**config.mk**
```make
export PLATFORM = sky130hd
export DESIGN_NAME = sram_bus_arbiter
export DESIGN_NICKNAME = d
export VERILOG_FILES = /design/src/rtl/sram_bus_arbiter.sv
export SDC_FILE = /design/constraint.sdc
export NUM_CORES = 1
export LEC_CHECK = 0
export CAP_MARGIN = 20
export CORE_ASPECT_RATIO = 1.4
export CORE_MARGIN = 5
export CORE_UTILIZATION = 44
export DETAILED_ROUTE_END_ITERATION = 12
export PLACE_DENSITY_LB_ADDON = 0.05
export SYNTH_ARGS = -nofsm -noshare
export SYNTH_HDL_FRONTEND = slang
export SYNTH_SLANG_ARGS = --single-unit
```
**constraint.sdc**
```tcl
create_clock -name clk_sys -period 3.08 [get_ports clk_sys]
set_input_delay 0.616 -clock clk_sys [delete_from_list [all_inputs] [get_ports clk_sys]]
set_output_delay 0.616 -clock clk_sys [all_outputs]
set_load 0.01 [all_outputs]
```
**src/rtl/sram_bus_arbiter.sv**
```systemverilog
// Round-robin arbiter sharing one async SRAM port between the CPU bus and a DMA port.
// Fixed SETUP/ACCESS/DONE/TURN strobe sequence; all outputs registered; ack in DONE.
module sram_bus_arbiter #(
   parameter int ADDR_W     = 21,
   parameter int DATA_W     = 8,
   parameter int ACCESS_CYC = 2,
   parameter int TURN_CYC   = 1
) (
   input  logic              clk_sys,
   input  logic              reset,
   input  logic              cpu_req,
   input  logic              cpu_we,
   input  logic [ADDR_W-1:0] cpu_addr,
   input  logic [DATA_W-1:0] cpu_wdata,
   output logic [DATA_W-1:0] cpu_rdata,
   output logic              cpu_ack,
   input  logic              dma_req,
   input  logic              dma_we,
   input  logic [ADDR_W-1:0] dma_addr,
   input  logic [DATA_W-1:0] dma_wdata,
   output logic [DATA_W-1:0] dma_rdata,
   output logic              dma_ack,
   output logic [ADDR_W-1:0] sram_addr,
   output logic [DATA_W-1:0] sram_dout,
   input  logic [DATA_W-1:0] sram_din,
   output logic              sram_drive,
   output logic              sram_ncs,
   output logic              sram_noe,
   output logic              sram_nwe,
   output logic              busy
);

   typedef enum logic [2:0] {
      S_IDLE,
      S_SETUP,
      S_ACCESS,
      S_DONE,
      S_TURN
   } state_t;

   localparam logic GNT_CPU = 1'b0;
   localparam logic GNT_DMA = 1'b1;
   localparam int   MAX_CYC = (ACCESS_CYC > TURN_CYC) ? ACCESS_CYC : TURN_CYC;
   localparam int   CNT_W   = $clog2(MAX_CYC + 1);

   state_t              state_q, state_d;
   logic [CNT_W-1:0]    cnt_q, cnt_d;
   logic                gnt_q, gnt_d;
   logic                last_q, last_d;
   logic                we_q, we_d;
   logic [ADDR_W-1:0]   sram_addr_q, sram_addr_d;
   logic [DATA_W-1:0]   sram_dout_q, sram_dout_d;
   logic                sram_drive_q, sram_drive_d;
   logic                sram_ncs_q, sram_ncs_d;
   logic                sram_noe_q, sram_noe_d;
   logic                sram_nwe_q, sram_nwe_d;
   logic                cpu_ack_q, cpu_ack_d;
   logic                dma_ack_q, dma_ack_d;
   logic [DATA_W-1:0]   cpu_rdata_q, cpu_rdata_d;
   logic [DATA_W-1:0]   dma_rdata_q, dma_rdata_d;
   logic                busy_q, busy_d;
   logic                pick_dma;
   logic                in_cycle;

   always_comb begin
      state_d     = state_q;
      cnt_d       = cnt_q;
      gnt_d       = gnt_q;
      last_d      = last_q;
      we_d        = we_q;
      sram_addr_d = sram_addr_q;
      sram_dout_d = sram_dout_q;
      cpu_rdata_d = cpu_rdata_q;
      dma_rdata_d = dma_rdata_q;
      cpu_ack_d   = 1'b0;
      dma_ack_d   = 1'b0;
      // On a tie the port that did not win last time gets the bus.
      pick_dma    = dma_req && (!cpu_req || (last_q == GNT_CPU));

      case (state_q)
         S_IDLE: begin
            if (cpu_req || dma_req) begin
               gnt_d       = pick_dma;
               last_d      = pick_dma;
               we_d        = pick_dma ? dma_we : cpu_we;
               sram_addr_d = pick_dma ? dma_addr : cpu_addr;
               if (pick_dma ? dma_we : cpu_we) begin
                  sram_dout_d = pick_dma ? dma_wdata : cpu_wdata;
               end
               state_d     = S_SETUP;
            end
         end
         S_SETUP: begin
            state_d = S_ACCESS;
            cnt_d   = CNT_W'(ACCESS_CYC - 1);
         end
         S_ACCESS: begin
            if (cnt_q == '0) begin
               state_d = S_DONE;
               if (!we_q) begin
                  if (gnt_q == GNT_DMA) begin
                     dma_rdata_d = sram_din;
                  end else begin
                     cpu_rdata_d = sram_din;
                  end
               end
               if (gnt_q == GNT_DMA) begin
                  dma_ack_d = 1'b1;
               end else begin
                  cpu_ack_d = 1'b1;
               end
            end else begin
               cnt_d = cnt_q - 1'b1;
            end
         end
         S_DONE: begin
            if (TURN_CYC == 0) begin
               state_d = S_IDLE;
            end else begin
               state_d = S_TURN;
               cnt_d   = CNT_W'(TURN_CYC - 1);
            end
         end
         S_TURN: begin
            if (cnt_q == '0) begin
               state_d = S_IDLE;
            end else begin
               cnt_d = cnt_q - 1'b1;
            end
         end
         default: begin
            state_d = S_IDLE;
         end
      endcase

      // Strobes are decoded from the next state so they leave a flop cleanly.
      in_cycle     = (state_d == S_SETUP) || (state_d == S_ACCESS) || (state_d == S_DONE);
      sram_ncs_d   = !in_cycle;
      sram_noe_d   = !((state_d == S_ACCESS) && !we_d);
      sram_nwe_d   = !((state_d == S_ACCESS) && we_d);
      sram_drive_d = in_cycle && we_d;
      busy_d       = (state_d != S_IDLE);
   end

   always_ff @(posedge clk_sys or posedge reset) begin
      if (reset) begin
         state_q      <= S_IDLE;
         cnt_q        <= '0;
         gnt_q        <= GNT_CPU;
         last_q       <= GNT_DMA;
         we_q         <= 1'b0;
         sram_addr_q  <= '0;
         sram_dout_q  <= '0;
         sram_drive_q <= 1'b0;
         sram_ncs_q   <= 1'b1;
         sram_noe_q   <= 1'b1;
         sram_nwe_q   <= 1'b1;
         cpu_ack_q    <= 1'b0;
         dma_ack_q    <= 1'b0;
         cpu_rdata_q  <= '0;
         dma_rdata_q  <= '0;
         busy_q       <= 1'b0;
      end else begin
         state_q      <= state_d;
         cnt_q        <= cnt_d;
         gnt_q        <= gnt_d;
         last_q       <= last_d;
         we_q         <= we_d;
         sram_addr_q  <= sram_addr_d;
         sram_dout_q  <= sram_dout_d;
         sram_drive_q <= sram_drive_d;
         sram_ncs_q   <= sram_ncs_d;
         sram_noe_q   <= sram_noe_d;
         sram_nwe_q   <= sram_nwe_d;
         cpu_ack_q    <= cpu_ack_d;
         dma_ack_q    <= dma_ack_d;
         cpu_rdata_q  <= cpu_rdata_d;
         dma_rdata_q  <= dma_rdata_d;
         busy_q       <= busy_d;
      end
   end

   assign cpu_rdata  = cpu_rdata_q;
   assign cpu_ack    = cpu_ack_q;
   assign dma_rdata  = dma_rdata_q;
   assign dma_ack    = dma_ack_q;
   assign sram_addr  = sram_addr_q;
   assign sram_dout  = sram_dout_q;
   assign sram_drive = sram_drive_q;
   assign sram_ncs   = sram_ncs_q;
   assign sram_noe   = sram_noe_q;
   assign sram_nwe   = sram_nwe_q;
   assign busy       = busy_q;

endmodule

```
# Word level (Yosys, flattened, before mapping)
# Cells that the tools add are included.
totals:
  register_bits: 60
  word_cells: 68
classes:
  muxes: 17
  add_sub_neg: 1
  n_reduce_logical: 23
  eq_ne: 8
  bitwise_logic: 3
ops:
  columns: ["operator", "n"]
  rows:
  - ["two-way mux 21 bit", 1]
  - ["one-hot mux 3 bit (5 select lines)", 1]
  - ["== test 3 x 2 -> 1 bit (second input constant)", 4]
  - ["two-way mux 1 bit", 9]
  - ["two-way mux 3 bit", 3]
  - ["two-way mux 8 bit", 1]
  - ["AND reduction 4 bit", 2]
  - ["== test 3 x 1 -> 1 bit (second input constant)", 2]
  - ["one-hot mux 2 bit (3 select lines)", 1]
  - ["nonzero test 3 bit", 2]
  - ["logical NOT 1 bit", 5]
  - ["logical AND 1 bit", 4]
  - ["logical OR 1 bit", 4]
  - ["AND reduction 2 bit", 2]
  - ["== test 3 bit (second input constant)", 1]
  - ["logical NOT 3 bit", 1]
  - ["NOT 1 bit", 3]
  - ["AND reduction 3 bit", 1]
  - ["logical NOT 2 bit", 1]
  - ["two-way mux 2 bit", 1]
  - ["!= test 2 bit (second input constant)", 1]
  - ["OR reduction 2 bit", 1]
  - ["subtractor 2 x 1 -> 2 bit (second input constant)", 1]

# Logic depth before layout (Yosys ltp)
# Gate-level depths: netlist of run 1.
depth:
  ltp_word: 9
  mapped_depth: 6
  mapped_depth_nobuf: 6

# Worst setup path after synthesis of run 1
# No wires, ideal clock.
synth_path:
  path_kind: "register to register"
  start: "register cnt_q[0]"
  end: "register dma_rdata_q[7], in the netlist dma_rdata[7]"
  required_time_ps: 2952
  slack_ps: 1278
  path_stages_with_launch: 7
  path_buffers: 1
  setup_time_ps: 128
  arrival_ps: 1674
  path_cell_list: "dfrtp_1 -> inv_1 -> ha_1 -> nand2_1 -> or4b_1 -> buf_4 -> mux2_1"
synth_via:
  elab_chain_cells: 2
synth_rtl:
  columns: ["item", "line", "rtl"]
  rows:
  - ["from (decl)", "47", "logic [CNT_W-1:0] cnt_q, cnt_d;"]
  - ["from (signal assigned)", "165", "cnt_q <= cnt_d;"]
  - ["logical NOT 2 bit", "98", "if (cnt_q == '0) begin"]
  - ["AND reduction 4 bit (no line)", null, null]
  - ["to (signal assigned)", "178", "dma_rdata_q <= dma_rdata_d;"]
  - ["to (decl)", "60", "logic [DATA_W-1:0] dma_rdata_q, dma_rdata_d;"]
# Every way passes these cells.
# A chain may end at the register's enable or synchronous reset.

# Final worst setup path of run 1
layout_path:
  start: "register state_q[1]"
  end: "register dma_rdata_q[7], in the netlist dma_rdata[7]"
layout_via:
  elab_chain_cells: 2
layout_rtl:
  columns: ["item", "line", "rtl"]
  rows:
  - ["from (decl)", "46", "state_t state_q, state_d;"]
  - ["from (signal assigned)", "164", "state_q <= state_d;"]
  - ["== test 3 x 2 -> 1 bit", "80", "case (state_q)"]
  - ["AND reduction 4 bit (no line)", null, null]
# Every way passes these cells.

==> results of run 1 <==
per-layer routing:
metal / wire [um] / vias to the layer above
li1: - / 1062
met1: 2591 / 1038
met2: 3432 / 84
met3: 486 / 21
met4: 303 / 0
met5: 0 / -
cells in the final DEF (no fill, tap or decap), types with 2 or more instances in the layout:
master,Yosys,routed
mux2i_1,21,21
mux2_2,9,9
nand2b_1,4,4
clkdlybuf4s50_1,0,123
nor3_1,2,2
dfrtp_1,56,56
a2bb2oi_1,8,8
nor2b_1,5,5
buf_4,1,3
o22ai_1,9,9
nand2_1,25,25
a21oi_1,5,5
bufinv_16,0,2
mux2_4,7,7
clkbuf_8,0,10
nor2_1,7,7
o21ai_0,24,24
clkinv_2,0,3
inv_1,7,6
a22o_1,3,3
dfstp_2,4,4
cell type report:
class | count | area (um^2) | area share
well taps | 70 | 87.58 | 0.02094
clock buffers | 11 | 141.4 | 0.03380
flip-flops and latches | 60 | 1506 | 0.3602
repair buffers | 127 | 1274 | 0.3045
inverters | 7 | 26.28 | 0.006282
clock inverters | 5 | 75.07 | 0.01795
multi-input cells | 148 | 1072 | 0.2564
power groups by stage:
stage / combinational, W / sequential [W] / clock, W
after floorplan: 0.000807 / 0.00155 / 0
after global placement: 0.00180 / 0.00145 / 0
after detailed placement: 0.00184 / 0.00146 / 0
after CTS: 0.00184 / 0.00146 / 0.000786
after global routing: 0.00200 / 0.00151 / 0.000827
final: 0.00182 / 0.00146 / 0.000770
registers in the layout (all words and copies together) (netlist names):
signal and flops:
dma_rdata 8, sram_addr 21, dma_ack 1, cpu_ack 1
gnt_q 1, sram_ncs 1, cpu_rdata 8, busy 1
cnt_q 2, we_q 1, sram_drive 1, sram_nwe 1
last_q 1, state_q 3, sram_dout 8, sram_noe 1
final timing paths:
check | from | end | slack [ns] | cells after the start
max | state_q[1] | dma_rdata[7] | 0.90 | 4
min | sram_addr[12] | sram_addr[12] | 0.48 | 2
max reg2reg | state_q[1] | dma_rdata[7] | 0.90 | 4
min reg2reg | sram_addr[12] | sram_addr[12] | 0.48 | 2
max in group asynchronous | reset | sram_noe | 2.00 | 3
min in group asynchronous | reset | sram_dout[2] | 0.50 | 2
worst max-delay path, stage by stage (launching register included):
cell and delay, ns:
dfrtp_1 0.56, nor2b_1 0.22, nand2_1 0.13, or4b_1 0.76, mux2_1 0.40
metrics by stage:
| step | instances | util | total power, W | area [um^2] | worst slack [ns] |
|---|---|---|---|---|---|
| after CTS | 428 | 0.7134 | 0.004088 | 4183 | 0.9078 |
| final | 428 | 0.7134 | 0.004046 | 4183 | 0.9019 |
| after floorplan | 229 | - | 0.002354 | 2653 | 0.9859 |
| after global placement | 412 | 0.6765 | 0.003250 | 3966 | 0.7416 |
| after global routing | 428 | 0.7134 | 0.004333 | 4183 | 0.8034 |
| after detailed placement | 412 | 0.6765 | 0.003299 | 3966 | 0.6701 |
kinds of logic (layout without fill, tap and decap cells):
| group | Yosys count | after routing | share of synthesized area |
|---|---|---|---|
| AND/OR/NAND/NOR | 49 | 49 | 0.08774 |
| AO/OA/AOI/OAI | 60 | 60 | 0.1462 |
| adder cells (fa/ha/maj) | 1 | 1 | 0.004716 |
| flip-flops | 60 | 60 | 0.5679 |
| multiplexers | 38 | 38 | 0.1613 |
| buffers and inverters | 21 | 150 | 0.03208 |
==> impl_metrics.json, run 1 <==
{
  "die_h_um": 101.9,
  "synth_seq_cells": 60,
  "rsz0062_at_grt": "false",
  "grt-ovfl-total": 0,
  "clock.fmax_ghz": 0.4591,
  "cts-root-buf": "clkbuf_8",
  "power_frac_comb": 0.449,
  "met2_usage": 0.3061,
  "drt-initial-drc-count": 121,
  "nets": 426,
  "fp.dieW_um": 75.62,
  "post_cts_buffers": 0,
  "fill_cells": 464,
  "yosysTopAreaCellShare": 0.5283,
  "synth_ff_type": "dfrtp_1",
  "synth_nets": 302,
  "coreArea_mm2": 0.005863,
  "leakage_nw": 1.786,
  "ys.warnings.count": 0,
  "min_period_ns": 2.178,
  "skew_ns": 0.008264,
  "clkPwrFrac": 0.190,
  "gp_congestion": 0.8102,
  "worstPathArrival_ns": 2.40,
  "cts_hold_buf": 0,
  "setup_viol": 0,
  "yosysMostFrequentCell": "dfrtp_1",
  "routed_via_density": 5.152,
  "port_buffers": 123,
  "status": "complete, no violations",
  "swShare": 0.3313,
  "dr.pass1.iters": 4,
  "hold_viol_final": 0,
  "cp_max_fo": 12,
  "ctsResizeCount": 0,
  "worst_slew_pin_slew_ns": 0.5940,
  "p_per_area_mw_per_mm2": 967.4,
  "grt_use_met1": 0.2037,
  "synth.distinct_cells": 39,
  "grt_first_pass_wirelength_mm": 10.72,
  "clock_sinks": 60,
  "antenna_found_initial": 0,
  "netlist.top_cell.by_area": "dfrtp_1",
  "syn-cell-area_mm2": 0.002653,
  "layout-drive-gt1-share": 0.1229,
  "tritoncts": "built",
  "clk_latency_ns": 0.33,
  "max_cap_viol_count": 0,
  "grtUsageMet3": 0.06004,
  "hold_slack_ns": 0.4766,
  "ant_nets": 0,
  "async_flop_share": 1.000,
  "crit_path_end_kind": "flip-flop",
  "critPathLaunchType": "flip-flop",
  "grt_util_all_layers": 0.1848,
  "p_sw_w": 0.001340,
  "post_drt_wl_per_cell_um": 15.92,
  "hold_class": "reg2reg",
  "top_usage_layer": "met2",
  "cts_max_path_buffers": 2,
  "synth_edf_count": 0,
  "tritoncts.num_buffers": 9,
  "synth_seq_area_share": 0.5679,
  "setup_tns_ns": 0,
  "drv_slew": 0,
  "ys_top_cells_by_area": "dfrtp_1 (53%), mux2i_1 (7.9%), o21ai_0 (4.5%)",
  "grt_max_degree": 54,
  "dp_hpwl_mm": 5.093,
  "clk_pin_slew_ns": 0.07,
  "synth_area_per_cell_um2": 11.58,
  "p_int_w": 0.002706,
  "path_class": "reg2reg",
  "slew_headroom": 0.6025,
  "dieArea_mm2": 0.007703,
  "remaining_drc_errors": 0,
  "finalCritPeriodShare": 0.7072,
  "grt_pass1_vias": 2249,
  "num_rows": 33,
  "area_growth_pct": 57.69,
  "syn_inst": 229,
  "diodes": 0,
  "start_util": 0.4524,
  "io_pins": 124,
  "h-tree-depth": 3,
  "cp.required_ns": 3.30,
  "wirelength_mm": 6.814,
  "power_frac_seq": 0.360,
  "num_vias": 2205,
  "synth_common_cells": "dfrtp_1 (56), nand2_1 (25), o21ai_0 (24), mux2i_1 (21), clkbuf_1 (10)",
  "vdd_drop_max_uv": 531.2
}
Power figures use the tool's default switching activity.
==> run 2: changes to the inputs <==
CORE_UTILIZATION = 41   (was 44)
clock period = 2.2 ns   (was 3.08 ns; I/O delays follow)
==> impl_metrics.json, run 2 (synthesis results as in run 1) <==
{
  "tritoncts": "built",
  "fill_cells": 500,
  "skew_ns": 0.009153,
  "leakage_nw": 1.814,
  "grt-ovfl-total": 0,
  "clk_pin_slew_ns": 0.07,
  "p_per_area_mw_per_mm2": 1332,
  "num_rows": 34,
  "multi_input_area_mm2": 0.001072,
  "largest_register_ffs": 21,
  "worstPathArrival_ns": 2.16,
  "dp_hpwl_mm": 5.326,
  "remaining_drc_errors": 0,
  "cp_max_fo": 8,
  "cp.required_ns": 2.41,
  "grt_util_all_layers": 0.1730,
  "antenna_found_initial": 0,
  "final_cell_mix": "clkdlybuf4s50_1 (123), dfrtp_1 (56), nand2_1 (25)",
  "dieArea_mm2": 0.008201,
  "crit_path_end_kind": "flip-flop",
  "power_frac_seq": 0.346,
  "h-tree-depth": 3,
  "cts_hold_buf": 0,
  "grt_pass1_vias": 2249,
  "coreArea_mm2": 0.006254,
  "cts-root-buf": "clkbuf_8",
  "start_util": 0.4242,
  "layout-drive-gt1-share": 0.1421,
  "routed_via_density": 5.050,
  "setup_viol": 0,
  "hold_class": "in2async",
  "ctsResizeCount": 0,
  "p_sw_w": 0.001870,
  "clock_sinks": 60,
  "critPathLaunchType": "flip-flop",
  "wirelength_mm": 6.855,
  "cts_max_path_buffers": 2,
  "post_cts_buffers": 0,
  "status": "complete, no violations",
  "hold_viol_final": 0,
  "port_buffers": 123,
  "mostFrequentLayoutCell": "clkdlybuf4s50_1",
  "drv_slew": 0,
  "dr.pass1.iters": 4,
  "grt_first_pass_wirelength_mm": 11.03,
  "slew_headroom": 0.7260,
  "clkPwrFrac": 0.177,
  "min_period_ns": 1.950,
  "rr_worst_depth": 6,
  "max_cap_viol_count": 0,
  "swShare": 0.3318,
  "nets": 434,
  "p_int_w": 0.003766,
  "die_h_um": 105.2,
  "vdd_drop_max_uv": 696.7,
  "setup_tns_ns": 0,
  "finalCritPeriodShare": 0.8865,
  "worst_slew_pin_slew_ns": 0.4105,
  "drt-initial-drc-count": 73,
  "design_area_mm2": 0.004232,
  "clk_latency_ns": 0.33,
  "grt_max_degree": 43,
  "ff_latch_area_mm2": 0.001506,
  "post_drt_wl_per_cell_um": 15.65,
  "io_pins": 124,
  "fp.dieW_um": 77.98,
  "diodes": 0,
  "clock.fmax_ghz": 0.5128,
  "tritoncts.num_buffers": 9,
  "gp_congestion": 0.7532,
  "power_frac_comb": 0.477,
  "total_power_w": 0.005635,
  "path_class": "reg2reg",
  "rsz0062_at_grt": "false",
  "area_growth_pct": 59.53,
  "ant_nets": 0,
  "num_vias": 2212,
  "place_area_mm2": 0.004029
}
[run 2: cell count changes in the layout (fill, tap and decap cells not counted), sizes merged]
cell,previous run,this run
buf,4,12
bufinv,2,1
clkbuf,11,12
clkinv,3,2
clkinvlp,0,1
[run 2: power groups by stage]
stage	sequential (W)	combinational [W]	clock, W
finish	0.00195	0.00269	0.000997
global route	0.00204	0.00293	0.00108
CTS	0.00196	0.00274	0.00103
detailed placement	0.00196	0.00273	0
global placement	0.00195	0.00268	0
floorplan	0.00217	0.00113	0
[run 2: area by class of cell]
type                       count  share of cell area
tap                           72             0.02129
inverter                       7            0.006209
clock inverter                 4             0.01124
clock buffer                  12             0.03666
multi-input combinational    148              0.2534
sequential                    60              0.3560
timing repair buffer         135              0.3152
[run 2: critical path: stages, from the launching register on]
cell	delay, ns
dfrtp_1	0.41
inv_1	0.07
ha_1	0.22
nand2_1	0.13
or4b_1	0.48
buf_4	0.20
mux2_1	0.32
[run 2: metrics by stage]
stage                     hold WS [ns]  std cells  setup slack [ns]    util
after CTS                       0.4154        438            0.2353  0.6767
after global routing            0.4393        438            0.1791  0.6767
after floorplan                 0.4289        229            0.2819       -
final                           0.4120        438            0.2498  0.6767
after detailed placement        0.4699        422            0.2354  0.6443
after global placement          0.4601        422            0.2547  0.6443
[run 2: worst paths after layout]
path                               start             to  slack, ns
min in group clk_sys       sram_addr[13]  sram_addr[13]       0.48
min                                reset   dma_rdata[1]       0.41
max reg2reg                     cnt_q[0]   dma_rdata[7]       0.25
min reg2reg                sram_addr[13]  sram_addr[13]       0.48
max                             cnt_q[0]   dma_rdata[7]       0.25
max in group asynchronous          reset         last_q       1.16
[run 2: routing by layer]
| layer | wire, um | global-route usage | vias up |
|---|---|---|---|
| met5 | 0 | 0 | - |
| met4 | 192 | 0.09541 | 0 |
| met1 | 2536 | 0.1889 | 1032 |
| li1 | - | - | 1082 |
| met2 | 3584 | 0.2957 | 83 |
| met3 | 542 | 0.05077 | 15 |
